## src/rtl/sample_rate_bridge_pkg.sv

```systemverilog
// Shared definitions for the sample-rate bridge: reduction modes and the
// per-channel unsigned max used by peak detection.
package sample_rate_bridge_pkg;

    typedef enum logic {
        MODE_PICK = 1'b0,
        MODE_PEAK = 1'b1
    } mode_e;

    // Widest packed sample word the helper supports; callers zero-extend into it.
    localparam int MAX_BUS = 1024;

    function automatic logic [MAX_BUS-1:0] chan_max(
        input logic [MAX_BUS-1:0] a,
        input logic [MAX_BUS-1:0] b,
        input int                 width,
        input int                 channels
    );
        logic [MAX_BUS-1:0] r;
        logic [MAX_BUS-1:0] mask;
        logic [MAX_BUS-1:0] ca;
        logic [MAX_BUS-1:0] cb;
        r    = '0;
        mask = (MAX_BUS'(1) << width) - MAX_BUS'(1);
        for (int c = 0; c < channels; c++) begin
            ca = (a >> (c * width)) & mask;
            cb = (b >> (c * width)) & mask;
            r  = r | (((ca > cb) ? ca : cb) << (c * width));
        end
        return r;
    endfunction

endpackage

```

## src/rtl/sample_rate_bridge_sync_fifo.sv

```systemverilog
// Single-clock FIFO with extended pointers; a write into a full FIFO only
// succeeds when a read frees the head slot in the same cycle.
module sync_fifo #(
    parameter int WIDTH = 24,
    parameter int DEPTH = 8
) (
    input  logic                       clk,
    input  logic                       rst_n,
    input  logic                       wr_en,
    input  logic [WIDTH-1:0]           wr_data,
    input  logic                       rd_en,
    output logic [WIDTH-1:0]           rd_data,
    output logic                       full,
    output logic                       empty,
    output logic [$clog2(DEPTH):0]     level
);

    localparam int AW = $clog2(DEPTH);

    logic [WIDTH-1:0] mem [DEPTH];
    logic [AW:0]      wr_ptr_q, wr_ptr_d;
    logic [AW:0]      rd_ptr_q, rd_ptr_d;
    logic [AW:0]      level_q, level_d;
    logic             do_wr;
    logic             do_rd;

    assign empty   = (wr_ptr_q == rd_ptr_q);
    assign full    = (wr_ptr_q[AW] != rd_ptr_q[AW]) &&
                     (wr_ptr_q[AW-1:0] == rd_ptr_q[AW-1:0]);
    assign rd_data = mem[rd_ptr_q[AW-1:0]];
    assign level   = level_q;

    always_comb begin
        do_rd    = rd_en && !empty;
        do_wr    = wr_en && (!full || do_rd);
        wr_ptr_d = wr_ptr_q;
        rd_ptr_d = rd_ptr_q;
        level_d  = level_q;
        if (do_wr) begin
            wr_ptr_d = wr_ptr_q + 1'b1;
        end
        if (do_rd) begin
            rd_ptr_d = rd_ptr_q + 1'b1;
        end
        if (do_wr && !do_rd) begin
            level_d = level_q + 1'b1;
        end else if (do_rd && !do_wr) begin
            level_d = level_q - 1'b1;
        end
    end

    always_ff @(posedge clk or negedge rst_n) begin
        if (!rst_n) begin
            wr_ptr_q <= '0;
            rd_ptr_q <= '0;
            level_q  <= '0;
        end else begin
            wr_ptr_q <= wr_ptr_d;
            rd_ptr_q <= rd_ptr_d;
            level_q  <= level_d;
        end
    end

    // Storage is not reset; the pointers alone define which entries are live.
    always_ff @(posedge clk) begin
        if (do_wr) begin
            mem[wr_ptr_q[AW-1:0]] <= wr_data;
        end
    end

endmodule

```

## src/rtl/sample_rate_bridge.sv

```systemverilog
// Reduces multi-channel ADC samples per window (pick-first or peak) and hands
// results to the slow readout path through a FIFO popped on out_tick.
module sample_rate_bridge
    import sample_rate_bridge_pkg::*;
#(
    parameter int WIDTH    = 12,
    parameter int CHANNELS = 2,
    parameter int DEPTH    = 8,
    parameter int DECIM_W  = 8
) (
    input  logic                        clk,
    input  logic                        rst_n,
    input  logic                        in_valid,
    input  logic [CHANNELS*WIDTH-1:0]   in_data,
    input  logic [DECIM_W-1:0]          decim,
    input  logic                        mode,
    input  logic                        out_tick,
    input  logic                        clear_err,
    output logic [CHANNELS*WIDTH-1:0]   out_data,
    output logic                        out_valid,
    output logic [$clog2(DEPTH):0]      level,
    output logic                        overflow,
    output logic                        underrun
);

    localparam int BUSW = CHANNELS * WIDTH;

    logic [DECIM_W-1:0] count_q, count_d;
    logic [DECIM_W-1:0] decim_q, decim_d;
    mode_e              mode_q, mode_d;
    logic [BUSW-1:0]    acc_q, acc_d;
    logic [BUSW-1:0]    out_data_q, out_data_d;
    logic               out_valid_q, out_valid_d;
    logic               overflow_q, overflow_d;
    logic               underrun_q, underrun_d;

    logic               first;
    logic [DECIM_W-1:0] decim_eff;
    mode_e              mode_eff;
    logic [BUSW-1:0]    peak;
    logic [BUSW-1:0]    merged;
    logic               push;
    logic               pop;
    logic [BUSW-1:0]    fifo_rd_data;
    logic               fifo_full;
    logic               fifo_empty;

    sync_fifo #(
        .WIDTH (BUSW),
        .DEPTH (DEPTH)
    ) u_fifo (
        .clk     (clk),
        .rst_n   (rst_n),
        .wr_en   (push),
        .wr_data (merged),
        .rd_en   (out_tick),
        .rd_data (fifo_rd_data),
        .full    (fifo_full),
        .empty   (fifo_empty),
        .level   (level)
    );

    // The first sample of a window uses the live controls, so a new decim/mode
    // applies from that sample onward without an extra latch cycle.
    always_comb begin
        first     = (count_q == '0);
        decim_eff = first ? decim : decim_q;
        mode_eff  = first ? mode_e'(mode) : mode_q;
        peak      = BUSW'(chan_max(MAX_BUS'(acc_q), MAX_BUS'(in_data), WIDTH, CHANNELS));
        if (first) begin
            merged = in_data;
        end else if (mode_eff == MODE_PEAK) begin
            merged = peak;
        end else begin
            merged = acc_q;
        end

        count_d = count_q;
        decim_d = decim_q;
        mode_d  = mode_q;
        acc_d   = acc_q;
        push    = 1'b0;
        if (in_valid) begin
            acc_d   = merged;
            decim_d = decim_eff;
            mode_d  = mode_eff;
            if (count_q == decim_eff) begin
                push    = 1'b1;
                count_d = '0;
            end else begin
                count_d = count_q + 1'b1;
            end
        end
    end

    // Error flags are sticky; a new event in the same cycle as clear_err wins.
    always_comb begin
        pop         = out_tick && !fifo_empty;
        out_valid_d = pop;
        out_data_d  = pop ? fifo_rd_data : out_data_q;
        overflow_d  = (overflow_q && !clear_err) || (push && fifo_full && !pop);
        underrun_d  = (underrun_q && !clear_err) || (out_tick && fifo_empty);
    end

    always_ff @(posedge clk or negedge rst_n) begin
        if (!rst_n) begin
            count_q     <= '0;
            decim_q     <= '0;
            mode_q      <= MODE_PICK;
            acc_q       <= '0;
            out_data_q  <= '0;
            out_valid_q <= 1'b0;
            overflow_q  <= 1'b0;
            underrun_q  <= 1'b0;
        end else begin
            count_q     <= count_d;
            decim_q     <= decim_d;
            mode_q      <= mode_d;
            acc_q       <= acc_d;
            out_data_q  <= out_data_d;
            out_valid_q <= out_valid_d;
            overflow_q  <= overflow_d;
            underrun_q  <= underrun_d;
        end
    end

    assign out_data  = out_data_q;
    assign out_valid = out_valid_q;
    assign overflow  = overflow_q;
    assign underrun  = underrun_q;

endmodule

```

## config.mk

```make
export PLATFORM = sky130hd
export DESIGN_NAME = sample_rate_bridge
export DESIGN_NICKNAME = d
export VERILOG_FILES = /design/src/rtl/sample_rate_bridge_pkg.sv /design/src/rtl/sample_rate_bridge_sync_fifo.sv /design/src/rtl/sample_rate_bridge.sv
export SDC_FILE = /design/constraint.sdc
export NUM_CORES = 1
export LEC_CHECK = 0
export ABC_AREA = 1
export BUFFER_PORTS_ARGS = -buffer_cell sky130_fd_sc_hd__buf_2
export CORE_UTILIZATION = 40
export DETAILED_ROUTE_END_ITERATION = 10
export PLACE_DENSITY = 0.66
export SETUP_SLACK_MARGIN = 0.05
export SLEW_MARGIN = 20
export SYNTH_ARGS = -nofsm -noshare
export SYNTH_HDL_FRONTEND = slang
export SYNTH_SLANG_ARGS = --single-unit
```

## constraint.sdc

```tcl
create_clock -name clk -period 4.04 [get_ports clk]
set_clock_uncertainty 0.05 [all_clocks]
set_input_delay 1.01 -clock clk [delete_from_list [all_inputs] [get_ports clk]]
set_output_delay 1.01 -clock clk [all_outputs]
set_load 0.02 [all_outputs]
```

==> impl_metrics.env <==
export IMPL_status="completed"
export IMPL_p_clk_share_pct=24.1
export IMPL_dp_hpwl_mm=16.44
export IMPL_fin_ws_ns=0.5576
export IMPL_fin_cells=1625
export IMPL_r2r_cells=22
export IMPL_cts_setup_buffers=0
export IMPL_dp_cells=1575
export IMPL_ant_nets=0
export IMPL_synth_area_per_cell_sq_um=10.59
export IMPL_io_pins=69
export IMPL_seqCellArea_sq_um=7769
export IMPL_ys_top_cells_by_area="edfxtp_1 (47%), dfrtp_1 (16%), nand2_1 (5.4%), o21ai_0 (5.2%), nor2_1 (4.2%)"
export IMPL_final_hold_violation_count=0
export IMPL_drt_pass1_iter_count=5
export IMPL_powerDensity_nw_per_um2=730.2
export IMPL_drt_iter0_drc=623
export IMPL_grt_pass1_vias=8305
export IMPL_grt_overflow_total=0
export IMPL_relSlewSlack_pct=32.73
export IMPL_final_util_pct=46.45
export IMPL_cp_max_fo=13
export IMPL_setup_tns_final_ns=0
export IMPL_total_power_uw=10110
export IMPL_period_share_pct=86.20
export IMPL_worstReg2RegEnd="u_fifo.level[3]$_DFFE_PN0P_"
export IMPL_drv_slew=0
export IMPL_min_to="u_fifo.level[3]$_DFFE_PN0P_"
export IMPL_cp_end_kind="flip-flop"
export IMPL_core_region_area_sq_um=29800
export IMPL_ys_async_sr_fraction_pct=29.41
export IMPL_drt_total_wl_mm=27.69
export IMPL_syn_inst=1153
export IMPL_area_growth_syn_to_layout_pct=13.40
export IMPL_switchingPower_uw=3808
export IMPL_layout_min_cycle_time_ns=3.482
export IMPL_diodes=0
export IMPL_cts_tree="yes"
export IMPL_gp_congestion=0.8248
export IMPL_p_int_uw=6299
export IMPL_ys_ff_latch=272
export IMPL_drcViolationCount=0
export IMPL_ctsRootBufferMaster="clkbuf_16"
export IMPL_portBuffers=68
export IMPL_post_cts_resized=0
export IMPL_detail_route_wl_per_cell_um=17.04
export IMPL_netlist_area_sq_um=12210
export IMPL_switching_share_pct=37.68
export IMPL_yosys_area_top_type="edfxtp_1"
export IMPL_die_x_um=176.7
export IMPL_whs_path_depth=1
export IMPL_start_kind="flip-flop"
export IMPL_clk_path_buf_depth=3
export IMPL_worstHoldStart="u_fifo.level[3]$_DFFE_PN0P_"
export IMPL_clkSlewWorstSetupHoldPaths_ns=0.06
export IMPL_grt_usage_pct=18.18
export IMPL_pre_cts_slack_ns=0.5432
export IMPL_multiInputGateArea_sq_um=3820
export IMPL_worst_slew_pin_slew_ns=1.009
export IMPL_synth_edf_count=192
export IMPL_peakVddDrop_mv=0.4498
export IMPL_p_seq_share_pct=40.2
export IMPL_fillerInstances=2756
export IMPL_htree_levels=1
export IMPL_grt_pass1_wl_mm=44.40
export IMPL_synth_fp_nets=1223
export IMPL_fmax_mhz=287.2
export IMPL_hold_class="reg2reg"
export IMPL_p_leak_uw=0.005589
export IMPL_start_util_pct=40.96
export IMPL_die_h_um=176.7
export IMPL_rrSetupSlack_ns=0.56
export IMPL_numCtsBuffers=27
export IMPL_viasPerCell=5.175
export IMPL_comb_power_share_pct=35.7
export IMPL_yosysWarnings=0
export IMPL_setup_violations=0
export IMPL_cts_sinks=272
export IMPL_synthDistinctLibCells=42
export IMPL_via_count=8410
export IMPL_rsz0062_at_grt="no"
export IMPL_synth_most_common_cell="edfxtp_1"
export IMPL_ctsHoldBuffers=0
export IMPL_die_area_sq_um=31220
export IMPL_rr_startpoint="count_q[0]$_DFFE_PN0P_"
export IMPL_required_ns=4.45
export IMPL_antenna_found_initial=0
export IMPL_clkLatencyLatePin_ns=0.54
export IMPL_synth_ff_type="edfxtp_1"
export IMPL_nNetsFinal=1284
export IMPL_criticalPathCategory="reg2reg"
export IMPL_synth_top_cells_by_count="edfxtp_1 (192), nand2_1 (174), nor2_1 (136)"
export IMPL_num_rows=63
export IMPL_max_cap_violations=0
export IMPL_yosysSeqAreaShare_pct=63.64
export IMPL_grt_max_degree=99
export IMPL_arrival_ns=3.89
export IMPL_layout_drive_gt1_share_pct=14.41
export IMPL_yosysTopAreaCellShare_pct=47.24
[metal layers]
metal,up-vias,GRT usage [%],routed length (um)
li1,4102,-,-
met1,4086,24.80,12820
met2,186,30.77,13180
met3,36,2.169,1268
met4,0,4.670,417
met5,-,0,0
[logic make-up (layout without fill, tap and decap cells)]
kind of cell               after synthesis  count (layout)  share of synthesized area (%)
xor gates and xnor gates                11              11                         0.7893
and+or+nand+nor                        458             458                          17.08
DFF                                    272             272                          63.64
buffers and inverters                  160             242                          5.208
muxes                                    1               1                        0.09225
adders and majority gates               32              32                          3.342
AOI/OAI and AO/OA                      219             219                          9.851
[per-stage QoR]
step	hold slack, ns	area [sq um]
after floorplan	0.3991	12210
after global placement	0.4166	12960
after detailed placement	0.4237	12960
after CTS	0.4421	13840
after global routing	0.4433	13840
final	0.4370	13840
[power groups by stage]
| stage | registers (uW) | clock network (uW) | logic, uW |
|---|---|---|---|
| 2_1_floorplan | 4210 | 0 | 2430 |
| 3_3_place_gp | 4110 | 0 | 3540 |
| 3_5_place_dp | 4120 | 0 | 3630 |
| 4_1_cts | 4070 | 2490 | 3640 |
| 5_1_grt | 4110 | 2590 | 4080 |
| 6_report | 4060 | 2440 | 3610 |
[area by class of cell]
class	count	share of cell area, %
flip-flops and latches	272	56.13
multi-input cells	721	27.60
clock buffers	34	5.523
repair buffers	89	3.616
well taps	390	3.526
inverters	103	2.793
clock inverters	16	0.8136
[worst max path at each step]
| stage | slack [ns] | cells past startpoint | end | from |
|---|---|---|---|---|
| after global placement | 0.60 | 18 | u_fifo.level[3]$_DFFE_PN0P_ | decim[4] |
| after global routing | 0.32 | 22 | u_fifo.level[3]$_DFFE_PN0P_ | count_q[1]$_DFFE_PN0P_ |
| after floorplan | 0.73 | 8 | u_fifo.mem[0][0]$_DFFE_PP_ | decim[4] |
| after detailed placement | 0.54 | 18 | u_fifo.level[3]$_DFFE_PN0P_ | decim[4] |
| final | 0.56 | 22 | u_fifo.level[3]$_DFFE_PN0P_ | count_q[0]$_DFFE_PN0P_ |
| after CTS | 0.54 | 22 | u_fifo.level[3]$_DFFE_PN0P_ | count_q[0]$_DFFE_PN0P_ |
[registers in the layout, indices dropped and copies added (netlist names)]
| signal | cells |
|---|---|
| acc_q | 24 |
| u_fifo.mem | 192 |
| overflow | 1 |
| u_fifo.rd_ptr_q | 4 |
| count_q | 8 |
| decim_q | 8 |
| underrun | 1 |
| u_fifo.level | 4 |
| out_data | 24 |
| out_valid | 1 |
| u_fifo.wr_ptr_q | 4 |
| mode_q | 1 |
[cells in the final DEF (no fill, tap or decap), types with 2 or more instances in the layout]
master / count
edfxtp_1: 192
dfrtp_1: 79
ha_1: 31
a21oi_1: 12
clkinv_2: 10
nand4_1: 9
inv_1: 94
buf_4: 22
buf_2: 67
nand2_4: 5
nand3b_1: 4
nand3_1: 79
o21ai_0: 126
nor3_1: 5
nor2_2: 11
nor2_4: 4
clkbuf_8: 2
xnor2_1: 4
o22ai_1: 49
clkbuf_16: 29
nand2_1: 174
and2_1: 24
clkinv_1: 3
a31oi_1: 24
xor2_1: 7
inv_2: 8
nand2_2: 8
clkbuf_1: 3
nor2_1: 129
o21ai_1: 3
[worst max-delay path, stage by stage, from the launching register on]
cell     delay [ns]
dfrtp_1        0.41
inv_1          0.12
ha_1           0.20
nand2_2        0.08
nor2_4         0.15
nand2_4        0.16
nand2_1        0.13
nand2_1        0.06
nand2_1        0.05
nand2_1        0.05
nor2_1         0.11
nand2_2        0.11
nor2_8         0.23
nand3_4        0.13
inv_1          0.09
ha_1           0.22
inv_1          0.11
ha_1           0.29
a21o_1         0.16
a21oi_1        0.16
nor2_1         0.06
nor2_1         0.13
xor2_1         0.16
No activity file was read; power rests on OpenSTA's default activity.
